### src/rtl/router_olck_pkg.sv
// Shared definitions for the multi-channel output-link elastic pipeline.
package router_olck_pkg;

  localparam int DEF_WIDTH  = 8;
  localparam int DEF_NUM_CH = 4;
  localparam int DEF_DEPTH  = 2;

  // Occupancy ranges over 0..2*DEPTH (main + skid per stage), so size for 2*DEPTH+1 values.
  function automatic int occ_width(input int depth);
    return $clog2(2 * depth + 1);
  endfunction

  // Fill state of one elastic stage: nothing held, main only, main and skid.
  typedef enum logic [1:0] {
    EMPTY = 2'd0,
    MAIN  = 2'd1,
    FULL  = 2'd2
  } stage_state_e;

endpackage

### src/rtl/router_olck_skid_stage.sv
// One elastic register stage: registered main slot plus a skid slot.
// Ready is a function of the stage's own state only, so no combinational
// path exists from out_ready to in_ready or from in_* to out_*.
module router_olck_skid_stage
  import router_olck_pkg::*;
#(
  parameter int WIDTH = DEF_WIDTH
) (
  input  logic             clk,
  input  logic             reset,
  input  logic             flush,
  input  logic             in_valid,
  input  logic [WIDTH-1:0] in_data,
  output logic             in_ready,
  output logic             out_valid,
  output logic [WIDTH-1:0] out_data,
  input  logic             out_ready
);

  stage_state_e     state_q;
  stage_state_e     state_d;
  logic [WIDTH-1:0] main_q;
  logic [WIDTH-1:0] skid_q;
  logic             in_fire;
  logic             out_fire;
  logic             load_main;
  logic             load_skid;
  logic             skid_to_main;

  // Ready drops while the skid slot is occupied, and is forced low during reset and flush.
  assign in_ready  = (state_q != FULL) && !flush && !reset;
  assign out_valid = (state_q != EMPTY);
  assign out_data  = main_q;
  assign in_fire   = in_valid && in_ready;
  assign out_fire  = out_valid && out_ready;

  // Next fill state and which data slot loads this cycle.
  always_comb begin
    state_d      = state_q;
    load_main    = 1'b0;
    load_skid    = 1'b0;
    skid_to_main = 1'b0;
    if (flush) begin
      state_d = EMPTY;
    end else begin
      case (state_q)
        EMPTY: begin
          if (in_fire) begin
            state_d   = MAIN;
            load_main = 1'b1;
          end
        end
        MAIN: begin
          if (out_fire && in_fire) begin
            load_main = 1'b1;
          end else if (out_fire) begin
            state_d = EMPTY;
          end else if (in_fire) begin
            state_d   = FULL;
            load_skid = 1'b1;
          end
        end
        FULL: begin
          if (out_fire) begin
            state_d      = MAIN;
            skid_to_main = 1'b1;
          end
        end
        default: state_d = EMPTY;
      endcase
    end
  end

  // Fill-state register.
  always_ff @(posedge clk) begin
    if (reset) begin
      state_q <= EMPTY;
    end else begin
      state_q <= state_d;
    end
  end

  // Data slots: cleared by reset so out_data reads zero; flush leaves them untouched.
  always_ff @(posedge clk) begin
    if (reset) begin
      main_q <= '0;
      skid_q <= '0;
    end else begin
      if (load_main) begin
        main_q <= in_data;
      end else if (skid_to_main) begin
        main_q <= skid_q;
      end
      if (load_skid) begin
        skid_q <= in_data;
      end
    end
  end

  // The state register must only ever hold a legal encoding.
  always_ff @(posedge clk) begin
    if (!reset) begin
      assert (state_q inside {EMPTY, MAIN, FULL});
    end
  end

endmodule

### src/rtl/router_olck_pipe.sv
// NUM_CH independent channels, each a chain of DEPTH skid stages, with a
// registered per-channel occupancy count of flits held in the chain.
module router_olck_pipe
  import router_olck_pkg::*;
#(
  parameter int WIDTH  = DEF_WIDTH,
  parameter int NUM_CH = DEF_NUM_CH,
  parameter int DEPTH  = DEF_DEPTH
) (
  input  logic                               clk,
  input  logic                               reset,
  input  logic                               flush,
  input  logic [NUM_CH-1:0]                  in_valid,
  input  logic [NUM_CH*WIDTH-1:0]            in_data,
  output logic [NUM_CH-1:0]                  in_ready,
  output logic [NUM_CH-1:0]                  out_valid,
  output logic [NUM_CH*WIDTH-1:0]            out_data,
  input  logic [NUM_CH-1:0]                  out_ready,
  output logic [NUM_CH*occ_width(DEPTH)-1:0] occupancy
);

  localparam int             OCC_W   = occ_width(DEPTH);
  localparam logic [OCC_W-1:0] OCC_MAX = OCC_W'(2 * DEPTH);

  for (genvar c = 0; c < NUM_CH; c++) begin : g_ch
    logic [DEPTH:0]             vld;
    logic [DEPTH:0]             rdy;
    logic [(DEPTH+1)*WIDTH-1:0] dat;
    logic                       in_fire;
    logic                       out_fire;
    logic [OCC_W-1:0]           occ_q;

    assign vld[0]                        = in_valid[c];
    assign dat[0 +: WIDTH]               = in_data[c*WIDTH +: WIDTH];
    assign in_ready[c]                   = rdy[0];
    assign out_valid[c]                  = vld[DEPTH];
    assign out_data[c*WIDTH +: WIDTH]    = dat[DEPTH*WIDTH +: WIDTH];
    assign rdy[DEPTH]                    = out_ready[c];

    for (genvar s = 0; s < DEPTH; s++) begin : g_stage
      router_olck_skid_stage #(
        .WIDTH(WIDTH)
      ) u_stage (
        .clk      (clk),
        .reset    (reset),
        .flush    (flush),
        .in_valid (vld[s]),
        .in_data  (dat[s*WIDTH +: WIDTH]),
        .in_ready (rdy[s]),
        .out_valid(vld[s+1]),
        .out_data (dat[(s+1)*WIDTH +: WIDTH]),
        .out_ready(rdy[s+1])
      );
    end

    assign in_fire  = in_valid[c] && rdy[0];
    assign out_fire = vld[DEPTH] && out_ready[c];

    // Occupancy follows the boundary handshakes; flush and reset empty the channel.
    always_ff @(posedge clk) begin
      if (reset || flush) begin
        occ_q <= '0;
      end else begin
        case ({in_fire, out_fire})
          2'b10:   occ_q <= occ_q + 1'b1;
          2'b01:   occ_q <= occ_q - 1'b1;
          default: occ_q <= occ_q;
        endcase
      end
    end

    assign occupancy[c*OCC_W +: OCC_W] = occ_q;

    // The count must stay inside 0..2*DEPTH without wrapping.
    always_ff @(posedge clk) begin
      if (!reset && !flush) begin
        assert (!(in_fire && !out_fire && occ_q == OCC_MAX));
        assert (!(out_fire && !in_fire && occ_q == '0));
      end
    end
  end

endmodule
### config.mk
export PLATFORM = sky130hd
export DESIGN_NAME = router_olck_pipe
export DESIGN_NICKNAME = d
export VERILOG_FILES = /design/src/rtl/router_olck_pkg.sv /design/src/rtl/router_olck_skid_stage.sv /design/src/rtl/router_olck_pipe.sv
export SDC_FILE = /design/constraint.sdc
export NUM_CORES = 1
export LEC_CHECK = 0
export CORE_AREA = 2 2 151 153
export CTS_CLUSTER_DIAMETER = 50
export DETAILED_ROUTE_END_ITERATION = 12
export DIE_AREA = 0 0 153 155
export GPL_ROUTABILITY_DRIVEN = 0
export PLACE_DENSITY = 0.51
export SLEW_MARGIN = 10
export SYNTH_ARGS = -nofsm -noshare
export SYNTH_HDL_FRONTEND = slang
export SYNTH_SLANG_ARGS = --single-unit
### constraint.sdc
create_clock -name clk -period 6.95 [get_ports clk]
set_clock_uncertainty 0.2 [all_clocks]
set_input_delay 0.695 -clock clk [delete_from_list [all_inputs] [get_ports clk]]
set_output_delay 0.695 -clock clk [all_outputs]
set_load 0.05 [all_outputs]
==> results.yml, run 1 <==
status:
  status: "completed"
clock_network:
  cts_root_buf: "clkbuf_16"
  worstSkewPairLatency_ns: 0.42
  cts_sinks: 156
  cts_resized: 0
  cts_tree: "built"
  clock_path_buffers: 2
  cts.htree.levels: 4
  cts_inserted_buffers: 17
  holdBufCountCts: 0
  clk_pin_slew_worst_paths_ns: 0.06
  cts_setup_buffers: 0
grt:
  grt_pass1_wl_um: 25590
  grt_max_degree: 62
  gr-total-overflow: 0
  grt_pass1_vias: 4788
  grtUsageTotal_pct: 13.42
  grt_antenna_before_repair: 0
sta:
  rsz0062_at_grt: "no"
  drv_slew: 0
  postLayoutSetupSlackWorst_ns: 2.937
  worstMarginPinSlew_ns: 1.240
  setup_viol: 0
  finalSetupTns_ns: 0
  min_period_over_period_pct: 57.73
  fin_hold_ws_ns: 0.2541
  slew_headroom_pct: 16.64
  period_needed_ns: 4.013
  timing.fmax_mhz: 249.2
  hold_violations: 0
worst_setup_path:
  cp-start-kind: "primary input"
  rr_worst_depth: 4
  worst-setup-path-type: "primary input to output pin"
  r2r-end: "g_ch[1].g_stage[0].u_stage.out_data[5]"
  worstPathMaxFanout: 21
  cp.required_ns: 6.05
  reg2reg_from: "g_ch[1].g_stage[1].u_stage.state_q[1]"
  end_kind: "output pin"
  cp.arrival_ns: 3.12
  startpoint: "flush"
  reg2reg_slack_ns: 4.27
yosys:
  synth-edff-count: 0
  yosys_warnings: 0
  yosysSeqAreaShare_pct: 45.09
  synth_seq_cells: 156
  syn_avg_cell_area_um2: 9.474
  syn-cell-area_um2: 6925
  synthFlopType: "dfxtp_1"
  syn_inst: 731
  syn_nets: 781
  synth_cell_types: 57
  synthArstFlopShare_pct: 0
hold_path:
  hold_depth: 2
  hold_class: "flop to flop"
  hp-start: "g_ch[3].g_stage[1].u_stage.out_data[4]"
  min_to: "g_ch[3].g_stage[1].u_stage.out_data[4]"
placement:
  place_ws_ns: 2.905
  port_buffers: 94
  hpwl_um: 10520
cells_and_area:
  drive_gt1_share_pct: 8.122
  multi_input_area_um2: 3314
  mostFrequentLayoutCell: "dfxtp_1"
  insertedDiodeCount: 0
  area_delta_synth_final_pct: 21.59
  fillers: 2236
  fin_util_pct: 37.88
  final_cell_mix: "dfxtp_1 (156), nor2_1 (107), clkdlybuf4s50_1 (93)"
  nets: 825
  seqCellArea_um2: 3123
floorplan:
  chipWidth_um: 153
  start_util_pct: 31.16
  fp.dieH_um: 155
  io-pin-count: 95
  die_area_um2: 23720
  num_rows: 55
  coreArea_um2: 22230
pwr:
  p_per_area_nw_per_um2: 239.4
  vdd_drop_max_mv: 0.1531
  p_leak_uw: 0.003520
drt:
  drc: 0
  firstDrtPassIters: 4
  first_iter_violations: 277
  wirelength_um: 15590
  wire_per_inst_um: 14.53
  num_vias: 5167
  via_per_inst: 4.815
  ant_nets: 0
job:
  cap_violations: 0
[area by class of cell]
cell class	count	area share (%)
clock inverters	13	1.813
flip-flops and latches	156	37.09
clock buffers	19	5.379
well taps	285	4.235
multi-input cells	491	39.36
inverters	8	0.3566
repair buffers	101	11.77
[cells by family (layout without fill, tap and decap cells)]
kind of cell / count (synthesis) / count (layout) / share of synthesized area [%]
DFF: 156 / 156 / 45.09
muxes: 77 / 77 / 11.15
AOI/OAI and AO/OA: 164 / 164 / 16.86
xor gates and xnor gates: 9 / 9 / 1.138
adders and majority gates: 7 / 7 / 1.698
and+or+nand+nor: 234 / 234 / 16.89
buffers and inverters: 84 / 141 / 7.173
[sequential cells by signal, indices dropped and copies added, names as in the netlist]
name / count
g_ch.g_stage.u_stage.state_q: 16
g_ch.g_stage.u_stage.skid_q: 64
g_ch.occ_q: 12
g_ch.g_stage.u_stage.out_data: 64
[through the flow]
stage | total power, uW | cells | area (um^2)
detailed placement | 1087 | 1041 | 7815
global placement | 1086 | 1041 | 7815
finish | 2016 | 1073 | 8421
global route | 2105 | 1073 | 8421
CTS | 2049 | 1073 | 8421
floorplan | 1033 | 731 | 6925
[critical path: stages]
cell and delay [ns]:
clkdlybuf4s50_1 0.62, nor2_2 0.73, and2_1 0.24, clkdlybuf4s50_1 0.82
[report_power, final]
group	internal (uW)	switching (uW)	total (uW)
sequential	910	13.1	923
combinational	60.8	80.9	142
clock	558	394	951
total	1530	488	2020
[how the worst max path moves through the flow]
stage / end / slack (ns) / cells after the start
global route: in_ready[1] / 2.76 / 4
floorplan: g_ch[2].occ_q[2] / 3.98 / 11
global placement: in_ready[1] / 2.93 / 4
CTS: in_ready[1] / 2.89 / 4
finish: in_ready[1] / 2.94 / 4
detailed placement: in_ready[1] / 2.91 / 4
[synthesized netlist by cell type, drive strengths merged (10+ instances only)]
cell type | number | share of area [%]
nand3b | 11 | 1.2
nor2b | 13 | 1.2
buf | 55 | 5.6
clkbuf | 21 | 1.1
a21oi | 37 | 2.7
nor3 | 12 | 0.87
mux2i | 76 | 11
nor2 | 108 | 5.9
a22oi | 24 | 2.6
nand3 | 10 | 0.72
o21ai | 21 | 1.5
nand2b | 21 | 1.9
a22o | 16 | 2.0
a211oi | 21 | 2.9
nand2 | 25 | 1.4
dfxtp | 156 | 45
a21o | 17 | 1.8
[layer usage]
layer  global-route usage, %  up-vias  share of wire, %  routed length [um]
met1                   18.22     2417                50                7727
met4                   4.189        0               1.3                 201
met2                   20.52       82                45                6979
met5                       0        -                 0                   0
li1                        -     2654                 -                   -
met3                   4.039       14               4.4                 680
Note: power is estimated with default switching activity, not from simulation.
==> inputs of run 2 (changes only) <==
- clock period: 6.95 -> 3.7 ns (I/O delays scaled with it)
==> run 2 against run 1 <==
Combinational power up 95%. Die area unchanged. Worst hold slack worse by 0.00068 ns. Clock power up 84%. Via count down 0.56%. Flip-flop and latch count unchanged. Largest cell class unchanged.
==> results.yml, run 2 (synthesis gave the netlist of run 1 again) <==
status:
  status: "completed"
drt:
  wire_per_inst_um: 14.49
  drc: 0
  via_per_inst: 4.753
  num_vias: 5138
  first_iter_violations: 298
  firstDrtPassIters: 4
  ant_nets: 0
  wirelength_um: 15660
cells_and_area:
  final_cell_mix: "dfxtp_1 (156), nor2_1 (107), clkdlybuf4s50_1 (89)"
  fin_util_pct: 38.15
  insertedDiodeCount: 0
  fillers: 2245
  drive_gt1_share_pct: 9.422
  mostFrequentLayoutCell: "dfxtp_1"
  area_delta_synth_final_pct: 22.46
  nets: 833
grt:
  grt_pass1_wl_um: 25620
  grtUsageTotal_pct: 13.46
  grt_max_degree: 81
  grt_pass1_vias: 4855
  grt_antenna_before_repair: 1
  gr-total-overflow: 0
sta:
  hold_violations: 0
  setup_viol: 0
  period_needed_ns: 2.637
  timing.fmax_mhz: 379.3
  rsz0062_at_grt: "no"
  min_period_over_period_pct: 71.26
  fin_hold_ws_ns: 0.2535
  drv_slew: 0
  worstMarginPinSlew_ns: 1.150
  finalSetupTns_ns: 0
  slew_headroom_pct: 22.73
  postLayoutSetupSlackWorst_ns: 1.063
worst_setup_path:
  reg2reg_slack_ns: 1.29
  worst-setup-path-type: "primary input to flop"
  cp.required_ns: 3.86
  end_kind: "flop"
  max_stage_delay_ns: 0.41
  path_cells: "clkdlybuf4s50_1, or2_1, buf_4, nor2_1, nand2_1, ha_1, fa_1, xnor2_1, or3_1, a21oi_1"
  cp.arrival_ns: 2.79
  slowest_stage: "clkdlybuf4s50_1"
  cp-start-kind: "primary input"
  cp_top_family: "simple AND/OR/NAND/NOR gates"
  critPathBufInv: 2
  worstPathMaxFanout: 8
pwr:
  vdd_drop_max_mv: 0.2944
  p_per_area_nw_per_um2: 442.7
  p_leak_uw: 0.003567
  p_total_uw: 3755
clock_network:
  worstSkewPairLatency_ns: 0.42
  cts_resized: 0
  cts_root_buf: "clkbuf_16"
  holdBufCountCts: 0
  cts_inserted_buffers: 17
  clk_pin_slew_worst_paths_ns: 0.07
  cts_setup_buffers: 0
  cts_tree: "built"
  cts.htree.levels: 4
  cts_sinks: 156
  clock_path_buffers: 2
floorplan:
  start_util_pct: 31.16
  fp.dieH_um: 155
  io-pin-count: 95
  num_rows: 55
  coreArea_um2: 22230
  chipWidth_um: 153
  die_area_um2: 23720
placement:
  place_ws_ns: 0.6113
  hpwl_um: 10550
  port_buffers: 94
job:
  cap_violations: 0
hold_path:
  hold_class: "flop to flop"
[run 2: cell count changes in the layout (fill, tap and decap cells not counted)]
cell | previous run | this run
clkdlybuf4s50_1 | 93 | 89
inv_8 | 1 | 3
buf_12 | 0 | 3
bufinv_16 | 2 | 1
nor4bb_1 | 2 | 3
buf_4 | 8 | 17
clkbuf_8 | 2 | 1
inv_6 | 6 | 7
nor4bb_2 | 1 | 0
clkinv_4 | 1 | 0
[run 2: final timing paths]
kind	start	endpoint	cells past startpoint
max reg2reg	g_ch[3].g_stage[0].u_stage.state_q[1]	g_ch[3].occ_q[2]	9
min reg2reg	g_ch[3].g_stage[1].u_stage.out_data[0]	g_ch[3].g_stage[1].u_stage.out_data[0]	2
max	flush	g_ch[2].occ_q[2]	10
min	g_ch[3].g_stage[1].u_stage.out_data[0]	g_ch[3].g_stage[1].u_stage.out_data[0]	2
[run 2: cell type report]
cell class	count	area, um^2	share of cell area (%)
clock inverters	14	145.1	1.711
flip-flops and latches	156	3123	36.83
repair buffers	109	1079	12.72
inverters	8	30.03	0.3541
well taps	285	356.6	4.205
multi-input cells	491	3308	39.01
clock buffers	18	439.2	5.179
[run 2: power breakdown]
group	leakage, uW	internal [uW]	switching, uW
Clock	0.000285	972	773
Combinational	0.00202	123	153
Sequential	0.00126	1710	24.4
Total	0.00357	2800	951
[run 2: tightest hold or removal path, stage by stage (launching register included)]
cell and delay, ns:
dfxtp_1 0.31, nand2_1 0.05, a21oi_1 0.05
[run 2: metrics by stage]
step | instances | cell area (um^2)
finish | 1081 | 8481
global route | 1081 | 8481
CTS | 1081 | 8481
detailed placement | 1049 | 7896
global placement | 1049 | 7896
floorplan | 731 | 6925
[run 2: routing by layer]
metal | up-vias | part of all wire, % | GRT usage, %
li1 | 2655 | - | -
met3 | 11 | 4.9 | 4.345
met4 | 2 | 0.93 | 4.101
met1 | 2392 | 49 | 17.61
met5 | - | 0.083 | 0
met2 | 78 | 45 | 21.25
